[src/rtl/jpeg_seq_pkg.sv]
// Shared types and latency constants for the JPEG block sequencer.
package jpeg_seq_pkg;

  typedef enum logic [2:0] {
    SEQ_IDLE  = 3'd0,
    SEQ_START = 3'd1,
    SEQ_FILL  = 3'd2,
    SEQ_WAIT  = 3'd3,
    SEQ_HOLD  = 3'd4
  } seq_state_e;

  localparam int QUANT_LAT       = 2;
  localparam int ROWS_PER_BLK    = 8;
  localparam int MATRIX_ROW_LAST = 11;

  // WAIT spans QUANT_LAT + ZZ_LAT + 1 cycles; the down-counter ends at zero.
  function automatic logic [7:0] wait_load(input int zz_lat);
    return 8'(QUANT_LAT + zz_lat);
  endfunction

endpackage

[src/rtl/jpeg_seq_sat_counter.sv]
// Saturating up-counter with synchronous clear, used for sequencer performance counts.
module jpeg_seq_sat_counter #(
  parameter int W = 16
) (
  input  logic         i_clock,
  input  logic         i_reset,
  input  logic         i_clr,
  input  logic         i_inc,
  output logic [W-1:0] o_count
);

  logic [W-1:0] r_count;

  always_ff @(posedge i_clock or posedge i_reset) begin
    if (i_reset) begin
      r_count <= '0;
    end else if (i_clr) begin
      r_count <= '0;
    end else if (i_inc && (r_count != {W{1'b1}})) begin
      r_count <= r_count + W'(1);
    end
  end

  assign o_count = r_count;

endmodule

[src/rtl/jpeg_block_sequencer.sv]
// Single-buffered 8x8 block sequencer: quantizer row reads -> zigzag buffer -> entropy coder.
// Optional performance counters are built only when SEQ_PERF_CNT_EN is defined.
module jpeg_block_sequencer
  import jpeg_seq_pkg::*;
#(
  parameter int ZZ_LAT = 1,
  parameter int CNT_W  = 16
) (
  input  logic             clock,
  input  logic             reset,
  input  logic             flush,
  input  logic             blk_valid,
  output logic             blk_ready,
  output logic             buf_input_enable,
  input  logic [7:0]       buf_matrix_row,
  output logic             row_rd_en,
  output logic [2:0]       row_rd_addr,
  output logic             zz_valid,
  input  logic             zz_ready,
  output logic             busy,
  output logic             seq_err,
  output logic [CNT_W-1:0] blk_cnt,
  output logic [CNT_W-1:0] stall_cnt
);

  localparam logic [7:0] WAIT_LOAD = wait_load(ZZ_LAT);
  localparam logic [2:0] ROW_LAST  = 3'(ROWS_PER_BLK - 1);

  seq_state_e r_state;
  logic       r_buf_ie;
  logic       r_rd_en;
  logic [2:0] r_rd_addr;
  logic [7:0] r_wait;
  logic       r_zz_valid;
  logic       r_busy;
  logic       r_seq_err;

  logic w_blk_ready;
  logic w_blk_hs;
  logic w_row_mismatch;

  // Combinational so a block can be taken in the same cycle the output is consumed.
  assign w_blk_ready = ~reset & ~flush &
                       ((r_state == SEQ_IDLE) | ((r_state == SEQ_HOLD) & zz_ready));
  assign w_blk_hs       = blk_valid & w_blk_ready;
  assign w_row_mismatch = (buf_matrix_row != ({5'd0, r_rd_addr} + 8'd1));

  always_ff @(posedge clock or posedge reset) begin
    if (reset) begin
      r_state    <= SEQ_IDLE;
      r_buf_ie   <= 1'b0;
      r_rd_en    <= 1'b0;
      r_rd_addr  <= '0;
      r_wait     <= '0;
      r_zz_valid <= 1'b0;
      r_busy     <= 1'b0;
      r_seq_err  <= 1'b0;
    end else if (flush) begin
      r_state    <= SEQ_IDLE;
      r_buf_ie   <= 1'b0;
      r_rd_en    <= 1'b0;
      r_rd_addr  <= '0;
      r_wait     <= '0;
      r_zz_valid <= 1'b0;
      r_busy     <= 1'b0;
      r_seq_err  <= 1'b0;
    end else begin
      if ((r_state == SEQ_FILL) && w_row_mismatch) begin
        r_seq_err <= 1'b1;
      end
      case (r_state)
        SEQ_IDLE: begin
          if (w_blk_hs) begin
            r_state  <= SEQ_START;
            r_buf_ie <= 1'b1;
            r_busy   <= 1'b1;
          end
        end
        SEQ_START: begin
          r_state   <= SEQ_FILL;
          r_buf_ie  <= 1'b0;
          r_rd_en   <= 1'b1;
          r_rd_addr <= '0;
        end
        SEQ_FILL: begin
          if (r_rd_addr == ROW_LAST) begin
            r_state   <= SEQ_WAIT;
            r_rd_en   <= 1'b0;
            r_rd_addr <= '0;
            r_wait    <= WAIT_LOAD;
          end else begin
            r_rd_addr <= r_rd_addr + 3'd1;
          end
        end
        SEQ_WAIT: begin
          if (r_wait == 8'd0) begin
            r_state    <= SEQ_HOLD;
            r_zz_valid <= 1'b1;
          end else begin
            r_wait <= r_wait - 8'd1;
          end
        end
        SEQ_HOLD: begin
          if (zz_ready) begin
            r_zz_valid <= 1'b0;
            if (w_blk_hs) begin
              r_state  <= SEQ_START;
              r_buf_ie <= 1'b1;
            end else begin
              r_state <= SEQ_IDLE;
              r_busy  <= 1'b0;
            end
          end
        end
        default: begin
          r_state    <= SEQ_IDLE;
          r_buf_ie   <= 1'b0;
          r_rd_en    <= 1'b0;
          r_zz_valid <= 1'b0;
          r_busy     <= 1'b0;
        end
      endcase
    end
  end

  assign blk_ready        = w_blk_ready;
  assign buf_input_enable = r_buf_ie;
  assign row_rd_en        = r_rd_en;
  assign row_rd_addr      = r_rd_addr;
  assign zz_valid         = r_zz_valid;
  assign busy             = r_busy;
  assign seq_err          = r_seq_err;

`ifdef SEQ_PERF_CNT_EN
  logic w_blk_inc;
  logic w_stall_inc;

  assign w_blk_inc   = r_zz_valid & zz_ready;
  assign w_stall_inc = (r_state == SEQ_HOLD) & ~zz_ready;

  jpeg_seq_sat_counter #(.W(CNT_W)) u_blk_cnt (
    .i_clock (clock),
    .i_reset (reset),
    .i_clr   (flush),
    .i_inc   (w_blk_inc),
    .o_count (blk_cnt)
  );

  jpeg_seq_sat_counter #(.W(CNT_W)) u_stall_cnt (
    .i_clock (clock),
    .i_reset (reset),
    .i_clr   (flush),
    .i_inc   (w_stall_inc),
    .o_count (stall_cnt)
  );
`else
  assign blk_cnt   = '0;
  assign stall_cnt = '0;
`endif

endmodule
[config.mk]
export PLATFORM = sky130hd
export DESIGN_NAME = jpeg_block_sequencer
export DESIGN_NICKNAME = d
export VERILOG_FILES = /design/src/rtl/jpeg_seq_pkg.sv /design/src/rtl/jpeg_seq_sat_counter.sv /design/src/rtl/jpeg_block_sequencer.sv
export SDC_FILE = /design/constraint.sdc
export NUM_CORES = 1
export LEC_CHECK = 0
export CAP_MARGIN = 10
export CORE_ASPECT_RATIO = 1.75
export CORE_UTILIZATION = 48
export CTS_CLUSTER_SIZE = 28
export DETAILED_ROUTE_END_ITERATION = 6
export GPL_ROUTABILITY_DRIVEN = 0
export PLACE_DENSITY = 0.9
export SLEW_MARGIN = 20
export SYNTH_ARGS = -nofsm -noshare
export SYNTH_HDL_FRONTEND = slang
export SYNTH_SLANG_ARGS = --single-unit
[constraint.sdc]
create_clock -name clock -period 3.71 [get_ports clock]
set_clock_uncertainty 0.15 [all_clocks]
set_input_delay 0.9275 -clock clock [delete_from_list [all_inputs] [get_ports clock]]
set_output_delay 0.9275 -clock clock [all_outputs]
set_load 0.1 [all_outputs]
---- Word level (Yosys, flattened, before mapping) ----
Cells that the tools add are included.
Widths: inputs -> output; s select.
word-level totals
  bits in registers ....................... 19
  bits in latches ......................... 0
  bits in writable memories ............... 0
  bits in read-only memories .............. 0
  input port bits ......................... 13
  output and inout port bits .............. 41
  word-level logic and storage cells ...... 82
  memories ................................ 0
operators by class
  $add $sub $neg .......................... 3
  multiply operators ...................... 0
  div/mod/pow operators ................... 0
  magnitude comparators ................... 0
  eq/ne operators ......................... 16
  shift operators ......................... 0
  mux-type cells .......................... 32
  bitwise gates (word level) .............. 7
  reductions and logical operators ........ 16
operators by type and width
  kind                 number
  $mux 8               3
  $mux 3               7
  $pmux 8 s2           1
  $mux 1               15
  $ne 3x3->1 const B   5
  $pmux 3 s5           1
  $pmux 1 s3           4
  $reduce_or 3->1      3
  $logic_not 8->1      1
  $ne 2x1->1 const B   4
  $ne 8x4->1           1
  $reduce_and 4->1     2
  $sub 8x1->8 const B  1
  $eq 3x2->1 const B   2
  $eq 3x3->1 const B   2
  $pmux 3 s2           1
  $reduce_and 3->1     2
  $reduce_bool 3->1    2
  $add 3x1->4 const B  1
  $and 1x1->1          4
  $reduce_and 2->1     2
  $add 3x1->3 const B  1
  $eq 3x1->1 const B   1
  $logic_not 3->1      1
  other kinds (6)      7

---- Logic depth before layout (Yosys ltp) ----
  depth in word-level cells ............... 9
  mapped depth ............................ 6

---- Worst setup path before layout ----
OpenSTA, ideal clock, no wires.
  path kind ............................... input port to output port
  start point ............................. input flush
  end point ............................... output blk_ready
  arrival time ............................ 3.352 ns
  setup slack ............................. -0.720 ns
  stages .................................. 3
  path buffers ............................ 2
  cell sequence ........................... buf_4 -> clkbuf_1 -> nor3_1
between the ends
  cells in the longest elaborated chain, start to end .. 3
ends and longest elaborated chain
  element                    line                        source
  from (decl)                jpeg_block_sequencer.sv:11  input logic flush,
  $not 1->1                  jpeg_block_sequencer.sv:43  assign w_blk_ready = ~reset & ~flush &
  $and 1x1->1 (2 in series)  jpeg_block_sequencer.sv:43
  to (decl)                  jpeg_block_sequencer.sv:13  output logic blk_ready,
Every way passes these cells.

---- Final worst setup path ----
  start point ............................. input zz_ready
  end point ............................... output blk_ready
between the ends
  cells in the longest elaborated chain, start to end .. 3
ends and longest elaborated chain
  element      line                        source
  from (decl)  jpeg_block_sequencer.sv:19  input logic zz_ready,
  $and 1x1->1  jpeg_block_sequencer.sv:44  ((r_state == SEQ_IDLE) | ((r_state == SEQ_HOLD) & zz_ready));
  $or 1x1->1   jpeg_block_sequencer.sv:44
  $and 1x1->1  jpeg_block_sequencer.sv:43
Every way passes these cells.

==> flow_summary_export.csv <==
group,metric,value,unit
detailed_routing,drt_iter0_drc,56,
detailed_routing,wire_per_inst,12.7,um
detailed_routing,wl_met1,1.02,mm
clocking,ctsResizeCount,0,
worst_setup_path,cp-start-kind,"input pin",
pwr,leakagePower,0.774,nW
yosys,syn_area,1480,um2
die,rows,26,
final_layout,insertedDiodeCount,0,
pwr,power_frac_seq,35.1,%
timing,final_hold_viol_count,0,
placement,portBuffers,21,
yosys,ys_seq_area_share,32.2,%
clocking,cts_tree,"done",
timing,slew_headroom,50.6,%
yosys,async_flop_share,100,%
yosys,synth_cell_types,45,
die,coreArea,2930,um2
global_route,antenna_found_initial,0,
detailed_routing,top_layer,"met4",
final_layout,utilization,55.0,%
detailed_routing,drc,0,
timing,worstMarginPinSlew,0.740,ns
clocking,cts_setup_buffers,0,
worst_setup_path,path_class,"in -> out",
yosys,synth_adder_area_share,3.39,%
die,chipWidth,43.9,um
clocking,clock_sinks,19,
detailed_routing,detail-route-antenna-nets,0,
timing,rsz0062_at_grt,"no",
yosys,synth-seq-cells,19,
detailed_routing,wl_met2,1.57,mm
detailed_routing,vias_per_cell,5.53,
detailed_routing,wl_met3,120,um
die,floorplan.initialDensity,50.4,%
timing,timing.setup.tns,0,ns
final_layout,area_delta_synth_final,9.15,%
detailed_routing,dr.pass1.iters,6,
yosys,yosys-top-cells-area,"dfrtp_1 32%, buf_4 17%, nand2_1 3.6%",
pwr,combPwrFrac,42.7,%
hold_path,hold_class,"reg -> reg",
final_layout,fillCellCount,273,
yosys,synth_top_family_by_area,"simple AND/OR/NAND/NOR gates",
clocking,numCtsBuffers,3,
pwr,p_int,0.353,mW
timing,slew_viol_final,0,
yosys,syn_area_per_cell,8.63,um2
hold_path,hp-start,"r_wait[1]$_DFFE_PP0P_",
die,dieArea,3310,um2
timing,timing.final.ws_setup,0.614,ns
clocking,ctsHtreeMaxLevel,1,
global_route,grt_pass1_wl,4.44,mm
final_layout,layout.nets,207,
pwr,power.density,418,nW/um2
clocking,clockBufferDepth,2,
pwr,ir_drop,0.295,mV
yosys,synth_warnings,0,
clocking,clk_pin_slew,0.07,ns
global_route,grt_max_degree,21,
job,maxCapViolations,0,
placement,post-place-ws,0.611,ns
timing,whs,0.377,ns
global_route,grt_overflow,0,
timing,clock.fmax,0.323,GHz
yosys,yosysTopAreaCell,"dfrtp_1",
timing,finalCritPeriodShare,83.4,%
yosys,synth-compound-area-share,14.1,%
timing,setup_viol,0,
worst_setup_path,worstPathArrival,2.02,ns
placement,hpwl,2.17,mm
clocking,root_buffer,"clkbuf_8",
yosys,ys.flop_type,"dfrtp_1",
detailed_routing,dr_total_vias,1200,
yosys,netlist_instances,171,
worst_setup_path,cp-end-kind,"primary output",
clocking,clock_latency,0.26,ns
yosys,yosys.area_share.simple,22.4,%
yosys,netlist.area_leader.share,32.2,%
worst_setup_path,required,2.63,ns
detailed_routing,wl,2.76,mm
worst_setup_path,startpoint,"zz_ready",
timing,period_needed,3.10,ns
pwr,power.switching,0.320,mW
die,ios,54,
yosys,synth_edf_count,0,
outcome,status,"finished, final reports clean",
pwr,sw_frac_of_total,47.6,%
die,fp.dieH,75.4,um
worst_setup_path,crit_fanout,4,
final_layout,drive_gt1_share,13.8,%
clocking,ctsHoldBuffers,0,
pwr,p_clk_share,22.2,%
yosys,synth_mux_area_share,4.24,%
global_route,grtUsageTotal,17.9,%
global_route,first_global_vias,1064,
worst_setup_path,timing.rr.start,"r_state[1]$_DFFE_PP0P_",
yosys,synth_xor_area_share,2.37,%
## cell usage in the layout, fill, tap and decap left out, types with 4 or more instances in the layout
cell and instances:
mux2i_1 4, nor2_1 11, nand2b_1 4, conb_1 32, nand3_1 5, inv_1 10, dfrtp_1 19, nor4_1 4
buf_4 9, nand2_1 14, o21ai_0 4, clkdlybuf4s50_1 12, ha_1 4
## final timing paths
kind / slack, ns / cells after the start / end
worst max-delay path: 0.61 / 5 / blk_ready
worst min-delay path: 0.38 / 1 / r_wait[1]$_DFFE_PP0P_
worst max register to register: 1.45 / 4 / r_wait[6]$_DFFE_PP0P_
worst min register to register: 0.38 / 1 / r_wait[1]$_DFFE_PP0P_
max in group asynchronous: 1.92 / 2 / r_wait[6]$_DFFE_PP0P_
min in group asynchronous: 1.02 / 2 / buf_input_enable$_DFFE_PP0P_
## power by group through the flow
| stage | Sequential, mW | Combinational [mW] | Clock, mW |
|---|---|---|---|
| 6_report | 0.237 | 0.287 | 0.150 |
| 5_1_grt | 0.239 | 0.301 | 0.155 |
| 4_1_cts | 0.236 | 0.288 | 0.149 |
| 3_5_place_dp | 0.240 | 0.288 | 0 |
| 3_3_place_gp | 0.240 | 0.284 | 0 |
| 2_1_floorplan | 0.264 | 0.248 | 0 |
## cell usage after synthesis, drive strengths merged, types with 4 or more instances
library cell	count
buf	37
dfrtp	19
nand2	14
nor2	11
inv	10
nand3	5
nor4	5
a31oi	4
ha	4
mux2i	4
nand2b	4
nor3	4
o21ai	4
## metrics by stage
stage	cells	total power, mW	instance area, um2
CTS	217	0.674	1610
detailed placement	213	0.528	1570
global route	217	0.695	1610
global placement	213	0.524	1570
floorplan	202	0.512	1600
finish	217	0.674	1610
## state kept, by name, summed over array words and instances (netlist names)
name,cells
r_state,3
row_rd_addr,3
row_rd_en,1
zz_valid,1
buf_input_enable,1
busy,1
seq_err,1
r_wait,8
## logic make-up (layout without fill, tap and decap cells)
family	count (synthesis)	after routing
AO/OA/AOI/OAI	28	28
flip-flops	19	19
buffers and inverters	49	36
multiplexers	6	6
XOR/XNOR	4	4
other	1	32
adder cells (fa/ha/maj)	4	4
AND/OR/NAND/NOR	60	60
## layout make-up
| type | count | area [um2] | share of cell area [%] |
|---|---|---|---|
| inverters | 10 | 37.5 | 2.33 |
| flip-flops and latches | 19 | 475 | 29.5 |
| multi-input cells | 134 | 811 | 50.3 |
| clock buffers | 4 | 45.0 | 2.80 |
| well taps | 28 | 35.0 | 2.17 |
| repair buffers | 22 | 208 | 12.9 |
## per-layer routing
metal	track usage, %	up-vias
met2	35.3	56
met5	0	-
met4	9.76	0
li1	-	566
met3	1.42	5
met1	17.8	573
## critical path: stages
cell	delay [ns]
clkdlybuf4s50_1	0.46
nand2b_1	0.16
nand2_1	0.08
nor3_2	0.18
buf_12	0.21
Power figures use the tool's default switching activity.
